<file path="src/rtl/vga_pkg.sv">
// vga_pkg: pattern mode encodings, default 640x480@60 timing and the bar colour helper
package vga_pkg;
  typedef enum logic [1:0] {
    MODE_BARS     = 2'd0,
    MODE_CHECKER  = 2'd1,
    MODE_GRADIENT = 2'd2,
    MODE_SOLID    = 2'd3
  } mode_e;
  localparam int DEF_H_ACTIVE = 640;
  localparam int DEF_H_FP     = 16;
  localparam int DEF_H_SYNC   = 96;
  localparam int DEF_H_BP     = 48;
  localparam int DEF_V_ACTIVE = 480;
  localparam int DEF_V_FP     = 10;
  localparam int DEF_V_SYNC   = 2;
  localparam int DEF_V_BP     = 33;
  // {R,G,B} on/off for bar index mod 8: white, yellow, cyan, green, magenta, red, blue, black
  function automatic logic [2:0] bar_rgb(input logic [2:0] idx);
    return {~idx[1], ~idx[2], ~idx[0]};
  endfunction
endpackage

</file>
<file path="src/rtl/vga_timing_core.sv">
// vga_timing_core: pixel/line counters plus registered x/y, de, syncs and frame_start
module vga_timing_core
  import vga_pkg::*;
#(
  parameter int H_ACTIVE = DEF_H_ACTIVE,
  parameter int H_FP     = DEF_H_FP,
  parameter int H_SYNC   = DEF_H_SYNC,
  parameter int H_BP     = DEF_H_BP,
  parameter int V_ACTIVE = DEF_V_ACTIVE,
  parameter int V_FP     = DEF_V_FP,
  parameter int V_SYNC   = DEF_V_SYNC,
  parameter int V_BP     = DEF_V_BP,
  parameter int HS_POL   = 0,
  parameter int VS_POL   = 0,
  localparam int HW = $clog2(H_ACTIVE + H_FP + H_SYNC + H_BP),
  localparam int VW = $clog2(V_ACTIVE + V_FP + V_SYNC + V_BP)
) (
  input  logic          clk,
  input  logic          rst,
  input  logic          pix_en,
  output logic [HW-1:0] hcnt,
  output logic [VW-1:0] vcnt,
  output logic          de_raw,
  output logic [HW-1:0] x,
  output logic [VW-1:0] y,
  output logic          de,
  output logic          hsync,
  output logic          vsync,
  output logic          frame_start
);
  localparam int H_TOTAL = H_ACTIVE + H_FP + H_SYNC + H_BP;
  localparam int V_TOTAL = V_ACTIVE + V_FP + V_SYNC + V_BP;
  localparam logic HS_ON = 1'(HS_POL);
  localparam logic VS_ON = 1'(VS_POL);
  logic [HW-1:0] hcnt_q, hcnt_d, x_q, x_d;
  logic [VW-1:0] vcnt_q, vcnt_d, y_q, y_d;
  logic de_q, de_d, hsync_q, hsync_d, vsync_q, vsync_d, fs_q, fs_d;
  logic h_wrap, hs_act, vs_act;
  always_comb begin
    h_wrap  = hcnt_q == HW'(H_TOTAL - 1);
    hcnt_d  = pix_en ? (h_wrap ? '0 : hcnt_q + 1'b1) : hcnt_q;
    vcnt_d  = (pix_en && h_wrap) ? (vcnt_q == VW'(V_TOTAL - 1) ? '0 : vcnt_q + 1'b1) : vcnt_q;
    de_raw  = hcnt_q < HW'(H_ACTIVE) && vcnt_q < VW'(V_ACTIVE);
    hs_act  = hcnt_q >= HW'(H_ACTIVE + H_FP) && hcnt_q < HW'(H_ACTIVE + H_FP + H_SYNC);
    vs_act  = vcnt_q >= VW'(V_ACTIVE + V_FP) && vcnt_q < VW'(V_ACTIVE + V_FP + V_SYNC);
    x_d     = pix_en ? hcnt_q : x_q;
    y_d     = pix_en ? vcnt_q : y_q;
    de_d    = pix_en ? de_raw : de_q;
    hsync_d = pix_en ? (hs_act ? HS_ON : ~HS_ON) : hsync_q;
    vsync_d = pix_en ? (vs_act ? VS_ON : ~VS_ON) : vsync_q;
    fs_d    = pix_en ? (hcnt_q == '0 && vcnt_q == '0) : fs_q;
  end
  always_ff @(posedge clk or posedge rst) begin
    if (rst) begin
      hcnt_q  <= '0;
      vcnt_q  <= '0;
      x_q     <= '0;
      y_q     <= '0;
      de_q    <= 1'b0;
      hsync_q <= ~HS_ON;
      vsync_q <= ~VS_ON;
      fs_q    <= 1'b0;
    end else begin
      hcnt_q  <= hcnt_d;
      vcnt_q  <= vcnt_d;
      x_q     <= x_d;
      y_q     <= y_d;
      de_q    <= de_d;
      hsync_q <= hsync_d;
      vsync_q <= vsync_d;
      fs_q    <= fs_d;
    end
  end
  assign hcnt        = hcnt_q;
  assign vcnt        = vcnt_q;
  assign x           = x_q;
  assign y           = y_q;
  assign de          = de_q;
  assign hsync       = hsync_q;
  assign vsync       = vsync_q;
  assign frame_start = fs_q;
endmodule

</file>
<file path="src/rtl/vga_pattern_gen.sv">
// vga_pattern_gen: VGA timing plus bars/checker/gradient/solid test patterns.
// Define VGA_BORDER_EN to overlay a 1-pixel white border around the visible area.
module vga_pattern_gen
  import vga_pkg::*;
#(
  parameter int H_ACTIVE   = DEF_H_ACTIVE,
  parameter int H_FP       = DEF_H_FP,
  parameter int H_SYNC     = DEF_H_SYNC,
  parameter int H_BP       = DEF_H_BP,
  parameter int V_ACTIVE   = DEF_V_ACTIVE,
  parameter int V_FP       = DEF_V_FP,
  parameter int V_SYNC     = DEF_V_SYNC,
  parameter int V_BP       = DEF_V_BP,
  parameter int HS_POL     = 0,
  parameter int VS_POL     = 0,
  parameter int COLOR_W    = 4,
  parameter int NUM_BARS   = 8,
  parameter int CHK_LOG2   = 5,
  parameter int GRAD_SHIFT = 5,
  localparam int HW = $clog2(H_ACTIVE + H_FP + H_SYNC + H_BP),
  localparam int VW = $clog2(V_ACTIVE + V_FP + V_SYNC + V_BP)
) (
  input  logic                 clk,
  input  logic                 rst,
  input  logic                 pix_en,
  input  logic [1:0]           mode,
  input  logic [3*COLOR_W-1:0] solid_rgb,
  output logic [COLOR_W-1:0]   red,
  output logic [COLOR_W-1:0]   green,
  output logic [COLOR_W-1:0]   blue,
  output logic                 hsync,
  output logic                 vsync,
  output logic                 de,
  output logic [HW-1:0]        x,
  output logic [VW-1:0]        y,
  output logic                 frame_start
);
  localparam int CW      = COLOR_W;
  localparam int H_TOTAL = H_ACTIVE + H_FP + H_SYNC + H_BP;
  localparam int BW      = H_ACTIVE / NUM_BARS;
  logic [HW-1:0] hcnt, inbar_q, inbar_d;
  logic [VW-1:0] vcnt;
  logic [3:0] bar_q, bar_d;
  logic [2:0] bar;
  mode_e mode_q, mode_d, mode_eff;
  logic [3*CW-1:0] solid_q, solid_d, solid_eff, pat, pix, rgb_q, rgb_d;
  logic de_raw, first, h_wrap, bar_end, chk;
  vga_timing_core #(
    .H_ACTIVE(H_ACTIVE), .H_FP(H_FP), .H_SYNC(H_SYNC), .H_BP(H_BP),
    .V_ACTIVE(V_ACTIVE), .V_FP(V_FP), .V_SYNC(V_SYNC), .V_BP(V_BP),
    .HS_POL(HS_POL), .VS_POL(VS_POL)
  ) u_timing (
    .clk(clk), .rst(rst), .pix_en(pix_en), .hcnt(hcnt), .vcnt(vcnt), .de_raw(de_raw),
    .x(x), .y(y), .de(de), .hsync(hsync), .vsync(vsync), .frame_start(frame_start)
  );
  // The (0,0) pixel already uses the newly latched mode so the change lines up with frame_start
  always_comb begin
    first     = hcnt == '0 && vcnt == '0;
    h_wrap    = hcnt == HW'(H_TOTAL - 1);
    bar_end   = inbar_q == HW'(BW - 1);
    inbar_d   = !pix_en ? inbar_q : (h_wrap || bar_end) ? '0 : inbar_q + 1'b1;
    bar_d     = !pix_en ? bar_q : h_wrap ? '0 : (bar_end && bar_q != 4'(NUM_BARS - 1)) ? bar_q + 1'b1 : bar_q;
    mode_eff  = first ? mode_e'(mode) : mode_q;
    solid_eff = first ? solid_rgb : solid_q;
    mode_d    = pix_en ? mode_eff : mode_q;
    solid_d   = pix_en ? solid_eff : solid_q;
    bar       = bar_rgb(bar_q[2:0]);
    chk       = hcnt[CHK_LOG2] ^ vcnt[CHK_LOG2];
    pat       = mode_eff == MODE_BARS ? {{CW{bar[2]}}, {CW{bar[1]}}, {CW{bar[0]}}}
              : mode_eff == MODE_CHECKER ? {3*CW{chk}}
              : mode_eff == MODE_GRADIENT ? {CW'(hcnt >> GRAD_SHIFT), CW'(vcnt >> GRAD_SHIFT), {CW{1'b0}}}
              : solid_eff;
`ifdef VGA_BORDER_EN
    pix       = (hcnt == '0 || hcnt == HW'(H_ACTIVE - 1) || vcnt == '0 || vcnt == VW'(V_ACTIVE - 1)) ? '1 : pat;
`else
    pix       = pat;
`endif
    rgb_d     = pix_en ? (de_raw ? pix : '0) : rgb_q;
  end
  always_ff @(posedge clk or posedge rst) begin
    if (rst) begin
      inbar_q <= '0;
      bar_q   <= '0;
      mode_q  <= MODE_BARS;
      solid_q <= '0;
      rgb_q   <= '0;
    end else begin
      inbar_q <= inbar_d;
      bar_q   <= bar_d;
      mode_q  <= mode_d;
      solid_q <= solid_d;
      rgb_q   <= rgb_d;
    end
  end
  assign red   = rgb_q[3*CW-1 -: CW];
  assign green = rgb_q[2*CW-1 -: CW];
  assign blue  = rgb_q[CW-1:0];
endmodule

</file>
<file path="config.mk">
export PLATFORM = sky130hd
export DESIGN_NAME = vga_pattern_gen
export DESIGN_NICKNAME = d
export VERILOG_FILES = /design/src/rtl/vga_pkg.sv /design/src/rtl/vga_timing_core.sv /design/src/rtl/vga_pattern_gen.sv
export SDC_FILE = /design/constraint.sdc
export NUM_CORES = 1
export LEC_CHECK = 0
export ABC_AREA = 1
export ABC_CLOCK_PERIOD_IN_PS = 3400
export BUFFER_PORTS_ARGS = -buffer_cell sky130_fd_sc_hd__clkbuf_2
export CORE_ASPECT_RATIO = 1.2
export CORE_MARGIN = 4
export CORE_UTILIZATION = 55
export CTS_CLUSTER_SIZE = 24
export DETAILED_ROUTE_END_ITERATION = 12
export PLACE_DENSITY = 0.76
export SLEW_MARGIN = 20
export SYNTH_ARGS = -nofsm -noshare
export SYNTH_HDL_FRONTEND = slang
export SYNTH_SLANG_ARGS = --single-unit
</file>
<file path="constraint.sdc">
create_clock -name clk -period 3.4 [get_ports clk]
set_input_delay 0.51 -clock clk [delete_from_list [all_inputs] [get_ports clk]]
set_output_delay 0.51 -clock clk [all_outputs]
set_load 0.05 [all_outputs]
</file>
After elaboration in Yosys (flattened, before gate mapping)
Cells that the tools add are included.
{"block": "op_classes", "add_sub_neg": 4, "n_lt_le_gt_ge": 6, "eq_ne": 6, "mux": 13, "bitwise_logic": 4, "n_reduce_logical": 12}
{"op": "two-way mux 12 bit", "count": 5}
{"op": "adder 10 x 1 -> 10 bit, second input constant", "count": 3}
{"op": "two-way mux 10 bit", "count": 3}
{"op": "== test 10 bit, second input constant", "count": 2}
{"op": "zero test 10 bit", "count": 2}
{"op": "less-than comparator 10 bit, second input constant", "count": 2}
{"op": "less-than comparator 10 x 9 -> 1 bit, second input constant", "count": 2}
{"op": "== test 10 x 7 -> 1 bit, second input constant", "count": 1}
{"op": "greater-or-equal comparator 10 bit, second input constant", "count": 1}
{"op": "greater-or-equal comparator 10 x 9 -> 1 bit, second input constant", "count": 1}
{"op": "two-way mux 4 bit", "count": 2}
{"op": "logical AND 1 bit", "count": 6}
{"op": "adder 4 x 1 -> 4 bit, second input constant", "count": 1}
{"op": "inequality test 4 x 3 -> 1 bit, second input constant", "count": 1}
{"op": "NOT 1 bit", "count": 3}
{"op": "== test 2 x 1 -> 1 bit, second input constant", "count": 1}
{"op": "== test 2 bit, second input constant", "count": 1}
{"op": "zero test 2 bit", "count": 1}
{"op": "two-way mux 1 bit", "count": 2}
{"op": "two-way mux 2 bit", "count": 1}
{"op": "AND reduction 2 bit", "count": 1}
{"op": "nonzero test 2 bit", "count": 1}
{"op": "logical OR 1 bit", "count": 1}
{"op": "bitwise XOR 1 bit", "count": 1}
{"block": "totals", "reg_bits": 84, "input_bits": 17, "output_inout_bits": 36, "wordCells": 58}

Logic depth before layout (Yosys ltp)
{"block": "depth", "depth_word": 8, "depth_mapped": 16, "ltp_nobuf": 16}

Cells and area by module
A second synthesis with hierarchy kept.
{"block": "unflattened", "cells_unflattened": 598, "hier_area_um2": 4659.5}
{"mod": "vga_pattern_gen", "n_inst": 1, "cells_each": 343, "area_each_um2": 2466.1, "seq_area_each_um2": 1001.0}
{"mod": "vga_timing_core", "n_inst": 1, "cells_each": 255, "area_each_um2": 2193.4, "seq_area_each_um2": 1103.6}

Worst setup path before layout
No wires, ideal clock.
{"block": "synth_timing", "path_type": "reg2reg", "from": "reg u_timing.vcnt_q[0], in the netlist u_timing.vcnt[0]", "to": "reg rgb_q[4]", "setup_time_ns": 0.118, "arrival_ns": 1.652, "t_required_ns": 3.282, "slack_ns": 1.630, "stages_incl_launch_ff": 16, "path_buffers": 0, "period_less_slack_ns": 1.770, "path_cell_list": "dfrtp_1 > inv_1 > ha_1 > inv_1 > nor2_1 > nand2_1 > nor2_1 > nand3_1 > nand2_1 > nand2_2 > nand2_2 > nand3_1 > nand2_1 > nand2_1 > nand2_1 > nand2_1"}
{"block": "synth_via", "elab_chain_len": 8, "word_cells_on_any_way": 13, "classes_between": "order compare: 1; eq/ne: 2; mux: 6; reduce/logical: 4"}
{"element": "start: declaration", "line_no": "vga_timing_core.sv:36", "rtl": "logic [VW-1:0] vcnt_q, vcnt_d, y_q, y_d;"}
{"element": "start signal: assignment", "line_no": "vga_timing_core.sv:65", "rtl": "vcnt_q <= vcnt_d;"}
{"element": "zero test 10 bit", "line_no": "vga_pattern_gen.sv:58", "rtl": "first = hcnt == '0 && vcnt == '0;"}
{"element": "logical AND 1 bit", "line_no": "vga_pattern_gen.sv:58"}
{"element": "two-way mux 2 bit", "line_no": "vga_pattern_gen.sv:63", "rtl": "mode_eff = first ? mode_e'(mode) : mode_q;"}
{"element": "== test 2 bit", "line_no": "vga_pattern_gen.sv:71", "rtl": ": mode_eff == MODE_GRADIENT ? {CW'(hcnt >> GRAD_SHIFT), CW'(vcnt >> GRAD_SHIFT), {CW{1'b0}}}"}
{"element": "two-way mux 12 bit", "line_no": "vga_pattern_gen.sv:71"}
{"element": "two-way mux 12 bit", "line_no": "vga_pattern_gen.sv:70", "rtl": ": mode_eff == MODE_CHECKER ? {3*CW{chk}}"}
{"element": "two-way mux 12 bit", "line_no": "vga_pattern_gen.sv:69", "rtl": "pat = mode_eff == MODE_BARS ? {{CW{bar[2]}}, {CW{bar[1]}}, {CW{bar[0]}}}"}
{"element": "two-way mux 12 bit (*)", "line_no": "vga_pattern_gen.sv:78", "rtl": "rgb_d = pix_en ? (de_raw ? pix : '0) : rgb_q;"}
{"element": "end signal: assignment", "line_no": "vga_pattern_gen.sv:92", "rtl": "rgb_q <= rgb_d;"}
{"element": "end: declaration", "line_no": "vga_pattern_gen.sv:46", "rtl": "logic [3*CW-1:0] solid_q, solid_d, solid_eff, pat, pix, rgb_q, rgb_d;"}
Every way passes the cells marked *; elsewhere a longest branch is shown, timed or not.
A chain may end at the register's enable or synchronous reset.

Final worst setup path
{"block": "layout_timing", "from": "reg u_timing.vcnt_q[1], in the netlist u_timing.vcnt[1]", "to": "reg rgb_q[4]"}
The elaborated chain is that of the path after synthesis.

==> qor.yml <==
route:
  wl_per_cell_um: 15.1
  avgViaCountPerCell: 5.46
  drc: 0
  dr_total_vias: 3677
  routed_wl_mm: 10.2
  drt-initial-drc-count: 301
  postRouteAntennaNets: 0
  dr.pass1.iters: 4
yosys:
  synth_edf_count: 0
  syn-num-nets: 549
  synth_area_leader_cell: "dfrtp_1"
  synthTopCellsByArea: "dfrtp_1, nand2_1, o21ai_0"
  yosysWarnings: 0
  synth_flop_cell: "dfrtp_1"
  synth_top_cell_area_share_pct: 47.0
  async_flop_share_pct: 100
  ys_seq_area_share_pct: 48.2
  ys_ff_latch: 84
  syn_area_um2: 4370
  yosys.cell_types.count: 46
  syn_area_per_cell_um2: 8.30
  netlist_instances: 526
clock_network:
  cts_inserted_buffers: 9
  cts-root-buf: "clkbuf_8"
  cts_buffer_depth: 2
  postCtsHoldBufs: 0
  cts_setup_buffers: 0
  insertion_delay_ns: 0.36
  path_clk_slew_ns: 0.09
  clock-sinks: 84
  htree_levels: 3
  tritoncts: "yes"
  cts_resized: 0
pwr:
  comb_power_share_pct: 25.6
  power.switching_w: 0.00111
  p_int_w: 0.00179
  power_frac_seq_pct: 46.6
  p_per_area_nw_per_um2: 590
  clkPwrFrac_pct: 27.8
  ir_drop_v: 0.000433
  power_w: 0.00289
  leakagePower_nw: 2.48
  netSwitchingFraction_pct: 38.2
placement:
  port_buffers: 52
  placed_area_um2: 4680
  dpl.hpwl_mm: 7.50
  gp_congestion: 0.909
layout:
  num-fill-cells: 669
  final_common_cell: "nand2_1"
  drive_above_1_share_pct: 18.9
  area_growth_pct: 12.2
  antenna_cells: 0
  final_nets: 599
  final_cell_mix: "nand2_1, dfrtp_1, inv_1, clkbuf_2, o21ai_0"
  design_area_um2: 4900
timing:
  rsz0062_at_grt: "no"
  setup_violations: 0
  timing.hold.ws_ns: 0.281
  fin_crit_ns: 2.22
  max_freq_mhz: 451
  setup_tns_ns: 0
  report.final.slew_viol_count: 0
  tightest_slew_ns: 0.785
  slew_headroom_pct: 47.6
  fin_worst_skew_ns: 0.00741
  layout_worst_path_cycle_share_pct: 65.2
  final_hold_viol_count: 0
global_route:
  grt_overflow_total: 0
  first_global_vias: 3552
  grt_pass1_wl_mm: 16.8
  grt_antenna_before_repair: 0
  grt_max_degree: 65
  globalRouteTotalUtil_pct: 23.0
floorplan:
  die_width_um: 89.4
  rows: 35
  ioPinCount: 53
  dieArea_um2: 9440
  die_y_um: 106
  start_util_pct: 56.7
  coreArea_um2: 7710
setup_path:
  reg2regPathDepth: 13
  crit_path_top_delay_cell: "dfrtp_1"
  r2r_end: "rgb_q[4]"
  cp.required_ns: 3.66
  worstPathArrival_ns: 2.48
  cpPeakStageDelay_ns: 0.38
  worstPathCellList: "inv_1 > ha_1 > inv_1 > nor3_4 > nand3_4 > nand2_4 > nand2_4 > nand2_2 > nand3_1 > nand2_1 > nand2_1 > nand2_1 > nand2_1"
  r2r_slack_ns: 1.18
  crit_type: "flip-flop to flip-flop"
  critPathLaunchType: "flip-flop"
  cp_common_cell: "nand2_1"
  reg2reg_from: "u_timing.vcnt[1]"
  cp-end-kind: "flip-flop"
  worst-path-max-fanout: 22
run_status:
  outcome: "complete, no violations"
run:
  maxCapViolCount: 0
hold_path:
  holdCritPathClass: "primary input to async pin"
cell families after synthesis:
family / after synthesis / share of synthesized area [%]
AO/OA/AOI/OAI: 82 / 10.6
XOR/XNOR: 13 / 2.61
flip-flops: 84 / 48.2
adder cells (fa/ha/maj): 6 / 1.72
AND/OR/NAND/NOR: 259 / 28.6
multiplexers: 4 / 0.917
buffers and inverters: 78 / 7.36
sequential cells by signal (all words and copies together) (netlist names):
signal	flops
u_timing.frame_start	1
bar_q	4
rgb_q	12
u_timing.y	10
u_timing.vcnt	10
u_timing.vsync	1
u_timing.hcnt	10
solid_q	12
inbar_q	10
u_timing.hsync	1
u_timing.x	10
mode_q	2
u_timing.de	1
layout make-up:
type,count,area (µm²),area share (%)
inverters,62,235,4.80
repair buffers,55,283,5.77
clock buffers,9,124,2.53
multi-input cells,364,1940,39.6
clock inverters,7,98.8,2.02
well taps,92,115,2.35
flip-flops and latches,84,2100,42.9
critical path, delay by kind of cell (launching register included):
family / cells / cell delay (ns)
simple gates: 10 / 1.32
buf+inv: 2 / 0.22
fa+ha+maj: 1 / 0.19
flops: 1 / 0.38
per-stage QoR:
stage,worst slack [ns],std cells,util (%)
floorplan,0.728,526,-
global placement,1.07,657,60.7
detailed placement,0.916,657,60.7
CTS,1.16,673,63.6
global route,0.933,673,63.6
finish,1.18,673,63.6
layer usage:
metal	up-vias	wire, µm	GRT usage, %
met5	-	0	0
met4	0	340	9.57
met3	31	564	4.46
met2	128	4900	36.9
met1	1716	4350	30.0
li1	1802	-	-
power by group through the flow:
stage	Combinational [W]	Sequential, W	Clock [W]
after global placement	0.000728	0.00136	0
final	0.000740	0.00135	0.000804
after detailed placement	0.000742	0.00136	0
after floorplan	0.000349	0.00154	0
after CTS	0.000746	0.00134	0.000822
after global routing	0.000811	0.00137	0.000863
worst max path at each step:
stage / from / endpoint / cells after the start
floorplan: rst / bar_q[0] / 1
detailed placement: pix_en / inbar_q[8] / 7
global placement: pix_en / bar_q[3] / 9
CTS: u_timing.vcnt[1] / rgb_q[4] / 13
finish: u_timing.vcnt[1] / rgb_q[4] / 13
global route: u_timing.vcnt[1] / rgb_q[7] / 13
cells in the mapped netlist (all sizes together), types with 2 or more instances:
cell type and instances:
a211oi 2, a21oi 11, a31oi 2, buf 7, clkbuf 9, clkinv 4
dfrtp 82, dfstp 2, ha 6, inv 58, mux2i 4, nand2 148
nand3 35, nand3b 2, nand4 8, nor2 48, nor3 11, nor4 6
o21ai 56, o21bai 5, xnor2 2, xor2 11
Note: power is estimated with default switching activity, not from simulation.
